`config.mk`:
```
export PLATFORM = sky130hd
export DESIGN_NAME = debouncer_botoes_flat
export DESIGN_NICKNAME = d
export VERILOG_FILES = /design/src/rtl/debouncer_botoes_if.sv /design/src/rtl/debouncer_botoes.sv /design/src/flat_wrapper.sv
export SDC_FILE = /design/constraint.sdc
export NUM_CORES = 1
export LEC_CHECK = 0
export BUFFER_PORTS_ARGS = -buffer_cell sky130_fd_sc_hd__clkbuf_2
export CAP_MARGIN = 20
export CORE_ASPECT_RATIO = 1.5
export CORE_MARGIN = 4
export CORE_UTILIZATION = 68
export DETAILED_ROUTE_END_ITERATION = 10
export PLACE_DENSITY_LB_ADDON = 0.25
export SLEW_MARGIN = 10
export SYNTH_ARGS = -nofsm -noshare
export SYNTH_HDL_FRONTEND = slang
export SYNTH_SLANG_ARGS = --single-unit
```
`constraint.sdc`:
```
create_clock -name clk -period 7.2 [get_ports clk]
set_clock_uncertainty 0.05 [all_clocks]
set_input_delay 0 -clock clk [delete_from_list [all_inputs] [get_ports clk]]
set_output_delay 0 -clock clk [all_outputs]
set_load 0.02 [all_outputs]
```
`src/rtl/debouncer_botoes_if.sv`:
```
// Button bus between the raw board keys and the watch FSM.
interface debouncer_botoes_if #(
  parameter int unsigned N_BTN = 3
);
  logic [N_BTN-1:0] btn_raw;
  logic [N_BTN-1:0] btn_level;
  logic [N_BTN-1:0] btn_press;
  logic [N_BTN-1:0] btn_release;
  logic [N_BTN-1:0] btn_repeat;

  // Key side: drives the raw keys, consumes the conditioned events.
  modport master (
    output btn_raw,
    input  btn_level,
    input  btn_press,
    input  btn_release,
    input  btn_repeat
  );

  // Conditioner side.
  modport slave (
    input  btn_raw,
    output btn_level,
    output btn_press,
    output btn_release,
    output btn_repeat
  );
endinterface

```
`src/rtl/debouncer_botoes.sv`:
```
// Push-button conditioner: synchronise, debounce, edge pulses and auto-repeat, one
// identical channel per key.
module debouncer_botoes #(
  parameter int unsigned N_BTN           = 3,
  parameter bit          ACTIVE_LOW      = 1'b1,
  parameter int unsigned DEBOUNCE_CYCLES = 1000000,
  parameter int unsigned REPEAT_DELAY    = 25000000,
  parameter int unsigned REPEAT_RATE     = 5000000
) (
  input logic               clk,
  input logic               reset,
  debouncer_botoes_if.slave bus
);

  localparam int unsigned DbW    = $clog2(DEBOUNCE_CYCLES);
  localparam int unsigned RptMax = (REPEAT_DELAY > REPEAT_RATE) ? REPEAT_DELAY : REPEAT_RATE;
  localparam int unsigned RptW   = $clog2(RptMax + 1);

  localparam logic [DbW-1:0]  DbLast    = DbW'(DEBOUNCE_CYCLES - 1);
  localparam logic [RptW-1:0] DelayLoad = RptW'(REPEAT_DELAY - 1);
  localparam logic [RptW-1:0] RateLoad  = RptW'(REPEAT_RATE - 1);

  typedef enum logic [1:0] {StIdle, StDelay, StRpt} rpt_state_e;

  logic [N_BTN-1:0] level_vec, press_vec, release_vec, repeat_vec;

  for (genvar i = 0; i < N_BTN; i++) begin : g_chan
    logic            sync1_q, sync2_q;
    logic [DbW-1:0]  db_cnt_q, db_cnt_d;
    logic            level_q, level_d, level_prev_q;
    logic            press_q, release_q, repeat_q;
    logic [RptW-1:0] rpt_cnt_q;
    rpt_state_e      state_q;
    logic            rise;

    // Two-flop synchroniser, normalised so 1 = pressed.
    always_ff @(posedge clk or negedge reset) begin
      if (!reset) begin
        sync1_q <= 1'b0;
        sync2_q <= 1'b0;
      end else begin
        sync1_q <= bus.btn_raw[i] ^ ACTIVE_LOW;
        sync2_q <= sync1_q;
      end
    end

    // Accept a level change only after DEBOUNCE_CYCLES consecutive differing samples.
    always_comb begin
      level_d  = level_q;
      db_cnt_d = '0;
      if (sync2_q != level_q) begin
        if (db_cnt_q == DbLast) begin
          level_d = ~level_q;
        end else begin
          db_cnt_d = db_cnt_q + DbW'(1);
        end
      end
    end

    // Debounced level plus registered press/release edge pulses.
    always_ff @(posedge clk or negedge reset) begin
      if (!reset) begin
        db_cnt_q     <= '0;
        level_q      <= 1'b0;
        level_prev_q <= 1'b0;
        press_q      <= 1'b0;
        release_q    <= 1'b0;
      end else begin
        db_cnt_q     <= db_cnt_d;
        level_q      <= level_d;
        level_prev_q <= level_q;
        press_q      <= level_q & ~level_prev_q;
        release_q    <= ~level_q & level_prev_q;
      end
    end

    // Same condition that loads press_q, so the first repeat lands with the press pulse.
    assign rise = level_q & ~level_prev_q;

    // Auto-repeat FSM; checking level_d lets a release win over a coincident expiry.
    always_ff @(posedge clk or negedge reset) begin
      if (!reset) begin
        state_q   <= StIdle;
        rpt_cnt_q <= '0;
        repeat_q  <= 1'b0;
      end else begin
        repeat_q <= 1'b0;
        unique case (state_q)
          StIdle: begin
            if (rise) begin
              repeat_q  <= 1'b1;
              rpt_cnt_q <= DelayLoad;
              state_q   <= StDelay;
            end
          end
          StDelay, StRpt: begin
            if (!level_d) begin
              rpt_cnt_q <= '0;
              state_q   <= StIdle;
            end else if (rpt_cnt_q == '0) begin
              repeat_q  <= 1'b1;
              rpt_cnt_q <= RateLoad;
              state_q   <= StRpt;
            end else begin
              rpt_cnt_q <= rpt_cnt_q - RptW'(1);
            end
          end
          default: begin
            rpt_cnt_q <= '0;
            state_q   <= StIdle;
          end
        endcase
      end
    end

    assign level_vec[i]   = level_q;
    assign press_vec[i]   = press_q;
    assign release_vec[i] = release_q;
    assign repeat_vec[i]  = repeat_q;
  end

  assign bus.btn_level   = level_vec;
  assign bus.btn_press   = press_vec;
  assign bus.btn_release = release_vec;
  assign bus.btn_repeat  = repeat_vec;

endmodule
```
`src/flat_wrapper.sv`:
```
// flat-port wrapper written by rule: the top's interface ports become plain ports
module debouncer_botoes_flat 
#(
  parameter int unsigned N_BTN           = 3,
  parameter bit          ACTIVE_LOW      = 1'b1,
  parameter int unsigned DEBOUNCE_CYCLES = 1000000,
  parameter int unsigned REPEAT_DELAY    = 25000000,
  parameter int unsigned REPEAT_RATE     = 5000000
)
  (clk, reset, bus_btn_raw, bus_btn_level, bus_btn_press, bus_btn_release, bus_btn_repeat);
  debouncer_botoes_if #(.N_BTN(N_BTN)) bus_i ();
  input logic clk;
  input logic reset;
  input wire logic [$bits(bus_i.btn_raw)-1:0] bus_btn_raw;
  output wire logic [$bits(bus_i.btn_level)-1:0] bus_btn_level;
  output wire logic [$bits(bus_i.btn_press)-1:0] bus_btn_press;
  output wire logic [$bits(bus_i.btn_release)-1:0] bus_btn_release;
  output wire logic [$bits(bus_i.btn_repeat)-1:0] bus_btn_repeat;
  assign bus_i.btn_raw = bus_btn_raw;
  assign bus_btn_level = bus_i.btn_level;
  assign bus_btn_press = bus_i.btn_press;
  assign bus_btn_release = bus_i.btn_release;
  assign bus_btn_repeat = bus_i.btn_repeat;
  debouncer_botoes #(.N_BTN(N_BTN), .ACTIVE_LOW(ACTIVE_LOW), .DEBOUNCE_CYCLES(DEBOUNCE_CYCLES), .REPEAT_DELAY(REPEAT_DELAY), .REPEAT_RATE(REPEAT_RATE)) u_core (.clk(clk), .reset(reset), .bus(bus_i));
endmodule
```
* Word level (Yosys, flattened, before mapping)
Index checks and enable logic that the tools add are counted.
** Storage, ports and cells
- Bits in registers :: 162
- Latch bits :: 0
- Bits in writable memories :: 0
- Bits in read-only memories :: 0
- Input bits :: 5
- Word-level logic and storage cells :: 129
- Memories :: 0
** Cells by class
- $add $sub $neg :: 6
- Multipliers :: 0
- Divide/modulo/power cells :: 0
- Order comparisons :: 0
- Equality and inequality tests :: 18
- Shifts and indexed selects :: 0
- Muxes and demuxes :: 48
- Bitwise operators :: 15
- Reductions and logical operators :: 12
** Operator list (count)
- 25-bit two-way mux :: 9
- 25-bit case mux with 2 select lines :: 3
- 20-bit two-way mux :: 6
- 25-bit zero test :: 3
- 25-bit by 1-bit subtractor with 25-bit output (second input constant) :: 3
- 20-bit by 1-bit adder with 20-bit output (second input constant) :: 3
- 20-bit == test (second input constant) :: 3
- 2-bit two-way mux :: 9
- 1-bit two-way mux :: 15
- 2-bit case mux with 2 select lines :: 3
- 3-bit != test (second input constant) :: 3
- 1-bit NOT :: 9
- 1-bit AND :: 6
- 2-bit by 1-bit == test with 1-bit output (second input constant) :: 3
- 2-bit == test (second input constant) :: 3
- 2-bit zero test :: 3
- 2-bit by 1-bit != test with 1-bit output (second input constant) :: 3
- 1-bit case mux with 2 select lines :: 3
- 2-bit AND reduction :: 3
- 2-bit OR reduction :: 3
- 1-bit != test :: 3

* Logic depth before layout (Yosys ltp)
- Depth after elaboration :: 5
- Depth in mapped cells :: 9
- Mapped depth without buffers :: 8

* Least setup slack after synthesis
No wires, ideal clock.
- Path type :: flip-flop to flip-flop
- Start point :: register u_core.g_chan[2].db_cnt_q[7]
- End point :: register u_core.g_chan[2].rpt_cnt_q[5]
- Library setup time :: 71 ps
- Arrival time :: 2684 ps
- Required time :: 7079 ps
- Setup slack :: 4395 ps
- Stages on the path, launching flop included :: 7
- Cell sequence :: dfrtp_1 or4b_1 or4_4 or4_4 and2_4 or4_1 nand4_1
** On the way
- Word-level cells in the longest chain between the ends :: 5
** Ends and longest elaborated chain
- start, declared :: line debouncer_botoes.sv:29 : logic [DbW-1:0] db_cnt_q, db_cnt_d;
- start signal, assigned :: line debouncer_botoes.sv:69 : db_cnt_q <= db_cnt_d;
- 20-bit == test :: line debouncer_botoes.sv:52 : if (db_cnt_q == DbLast) begin
- 1-bit two-way mux :: line debouncer_botoes.sv:52
- 1-bit two-way mux :: line debouncer_botoes.sv:51 : if (sync2_q != level_q) begin
- 25-bit two-way mux :: line debouncer_botoes.sv:97 : if (!level_d) begin
- 25-bit case mux with 2 select lines :: line debouncer_botoes.sv:88 : unique case (state_q)
- end signal, assigned :: line debouncer_botoes.sv:92 : rpt_cnt_q <= DelayLoad;
- end signal, assigned :: line debouncer_botoes.sv:102 : rpt_cnt_q <= RateLoad;
- end signal, assigned :: line debouncer_botoes.sv:105 : rpt_cnt_q <= rpt_cnt_q - RptW'(1);
- end, declared :: line debouncer_botoes.sv:32 : logic [RptW-1:0] rpt_cnt_q;
Every way passes these cells.
A chain may end at the register's enable or synchronous reset.

* Final worst setup path
- Start point :: register u_core.g_chan[2].db_cnt_q[7]
- End point :: register u_core.g_chan[2].rpt_cnt_q[17]
The elaborated chain is that of the path after synthesis.

==> impl_metrics.json <==
{
  "slew_viol_final": 0,
  "setup_viol": 0,
  "comb_power_share": 0.020,
  "seq_power_share": 0.501,
  "hold_class": "in -> async",
  "cts-root-buf": "clkbuf_16",
  "cp_max_fo": 19,
  "fmax_mhz": 306,
  "drtIter0Drc": 537,
  "drcViolationCount": 0,
  "vias": 7155,
  "cts.sinks": 162,
  "synth_ff_type": "dfrtp_1",
  "finalCritPeriodShare": 0.454,
  "p_clk_frac": 0.479,
  "cp.arrival_ns": 3.56,
  "yosys.area.top_type_share": 0.473,
  "leakage_nw": 4.48,
  "powerDensity_mw_per_mm2": 198,
  "use_met3": 0.0398,
  "start_util": 0.691,
  "worst_slew_pin_slew_ns": 1.07,
  "fin_util": 0.751,
  "switchingPower_w": 0.000403,
  "synth_common_cells": "dfrtp_1, nor2_1, nand2_1",
  "multi_input_area_sq_mm": 0.00415,
  "top_usage_layer": "met2",
  "clk_latency_ns": 0.42,
  "grt_pass1_vias": 7111,
  "io_pins": 17,
  "syn_nets": 954,
  "drv_cap": 0,
  "wl_per_cell_um": 17.6,
  "n_antenna_cell": 0,
  "clockBufferDepth": 2,
  "synth_edf_count": 0,
  "syn_avg_cell_area_sq_um": 9.15,
  "cts_tree": "done",
  "fp.dieW_um": 99.6,
  "timing.setup.tns_ns": 0,
  "area_growth_pct": 8.65,
  "slew_headroom": 0.278,
  "synth.largest_area_cell": "dfrtp_1",
  "register_area_sq_mm": 0.00405,
  "p_int_w": 0.00144,
  "viasPerCell": 6.46,
  "grt_usage": 0.278,
  "yosys_register_bits": 162,
  "vdd_ir_drop_max_v": 0.000151,
  "fp-row-count": 50,
  "grt_max_degree": 91,
  "endpoint_kind": "register",
  "grt.met1_usage": 0.341,
  "critPathKind": "reg -> reg",
  "synth_cell_types": 67,
  "hold_viol_final": 0,
  "syn_inst": 936,
  "drive_above_1_share": 0.0798,
  "port_buffers": 16,
  "sw_frac_of_total": 0.219,
  "htree_levels": 4,
  "start_kind": "register",
  "fin_nets": 957,
  "firstDrtPassIters": 5,
  "fp.dieH_um": 145,
  "synth_most_common_cell": "dfrtp_1",
  "ant_nets": 0,
  "die-area_sq_mm": 0.0145,
  "antenna_found_initial": 0,
  "cts-buffers-inserted": 17,
  "globalplace.congestion": 0.889,
  "grt_pass1_wl_um": 33500,
  "grt_setup_unrepaired": "no",
  "synthArstFlopShare": 1.00,
  "yosys-top-cells-area": "dfrtp_1, nor2_1, nand2_1, a21oi_1, xor2_1",
  "globalRoute.totalOverflow": 0,
  "core_area_sq_mm": 0.0124,
  "synthesis.area_sq_mm": 0.00856,
  "drt_wl_total_um": 19500,
  "met2_usage": 0.497,
  "num-fill-cells": 857,
  "critPathRequiredTime_ns": 7.49,
  "min_period_ns": 3.27,
  "dp_hpwl_um": 12900,
  "ys_seq_area_frac": 0.473,
  "ys_warn_count": 0,
  "status": "finished, final reports clean",
  "path_clk_slew_ns": 0.07
}
==> power by group through the flow <==
stage | Sequential [W] | Clock, W | Combinational, W
global placement | 0.000938 | 0 | 0.0000338
finish | 0.000922 | 0.000882 | 0.0000376
detailed placement | 0.000938 | 0 | 0.0000350
global route | 0.000922 | 0.000932 | 0.0000436
CTS | 0.000922 | 0.000890 | 0.0000371
floorplan | 0.000937 | 0 | 0.0000118
==> routing by layer <==
layer  wire, um  vias up
li1           -     3394
met1       7670     3462
met5          0        -
met3        857       45
met2      10600      254
met4        384        0
==> worst max-delay path, cell delays in order, from the launching register on <==
cell and delay (ns):
dfrtp_1 0.42, or4b_1 0.53, or4_4 0.55, or4_4 0.55
a21oi_2 0.62, or2b_1 0.29, a31oi_1 0.18
==> path summary, 6_finish.rpt <==
check / cells past startpoint / to / slack, ns / start
worst max register to register: 6 / u_core.g_chan[2].rpt_cnt_q[17] / 3.93 / u_core.g_chan[2].db_cnt_q[7]
worst min register to register: 0 / u_core.g_chan[1].sync2_q / 0.30 / u_core.g_chan[1].sync1_q
worst min-delay path: 2 / u_core.g_chan[1].rpt_cnt_q[10] / 0.10 / reset
worst max-delay path: 6 / u_core.g_chan[2].rpt_cnt_q[17] / 3.93 / u_core.g_chan[2].db_cnt_q[7]
max in group asynchronous: 4 / u_core.g_chan[0].rpt_cnt_q[2] / 5.75 / reset
min in group clk: 3 / u_core.g_chan[0].sync1_q / 0.20 / bus_btn_raw[0]
==> flip-flops by register name, summed over array words and instances (netlist names) <==
signal                      count
u_core.g_chan.level_prev_q      3
u_core.g_chan.repeat_q          3
u_core.g_chan.level_q           3
u_core.g_chan.db_cnt_q         60
u_core.g_chan.state_q           6
u_core.g_chan.sync2_q           3
u_core.g_chan.release_q         3
u_core.g_chan.sync1_q           3
u_core.g_chan.rpt_cnt_q        75
u_core.g_chan.press_q           3
==> through the flow <==
step | setup WS, ns | power (W) | hold WS, ns | cells | cell area, sq um
2_1_floorplan | 4.40 | 0.000949 | -0.346 | 936 | 8560
3_3_place_gp | 4.06 | 0.000972 | 0.000822 | 1069 | 8650
3_5_place_dp | 3.80 | 0.000973 | 0.00929 | 1069 | 8650
4_1_cts | 3.77 | 0.00185 | 0.129 | 1105 | 9260
5_1_grt | 3.81 | 0.00190 | 0.153 | 1108 | 9310
6_report | 3.93 | 0.00184 | 0.103 | 1108 | 9310
==> repair_timing <==
action | in CTS | in global routing
setup endpoints to repair | 0 | 0
hold endpoints to repair | 75 | 0
resized for setup | 0 | 0
buffers inserted | 0 | 0
hold buffers | 4 | 0
==> placed cells by master, fill, tap and decap left out, types with 16 or more instances in the layout <==
| cell | count |
|---|---|
| a21oi_1 | 63 |
| clkbuf_16 | 17 |
| dfrtp_1 | 162 |
| inv_1 | 37 |
| nand2_1 | 92 |
| nand3_1 | 36 |
| nand4_1 | 20 |
| nor2_1 | 103 |
| nor3_1 | 27 |
| nor4_1 | 16 |
| o21ai_0 | 54 |
| or3_1 | 21 |
| or4_1 | 21 |
| xor2_1 | 35 |
==> cell families after synthesis <==
family,share of synthesized area
AND/OR/NAND/NOR,0.246
AO/OA/AOI/OAI,0.160
flip-flops,0.473
buffers and inverters,0.0424
XOR/XNOR,0.0511
adder cells (fa/ha/maj),0.0190
multiplexers,0.00877
==> cell type report <==
cell class	instances	area share
clock inverter	12	0.0144
inverter	37	0.0149
sequential	162	0.436
timing repair buffer	27	0.0214
multi-input combinational	694	0.446
clock buffer	20	0.0469
tap	156	0.0210
No activity file was read; power rests on OpenSTA's default activity.
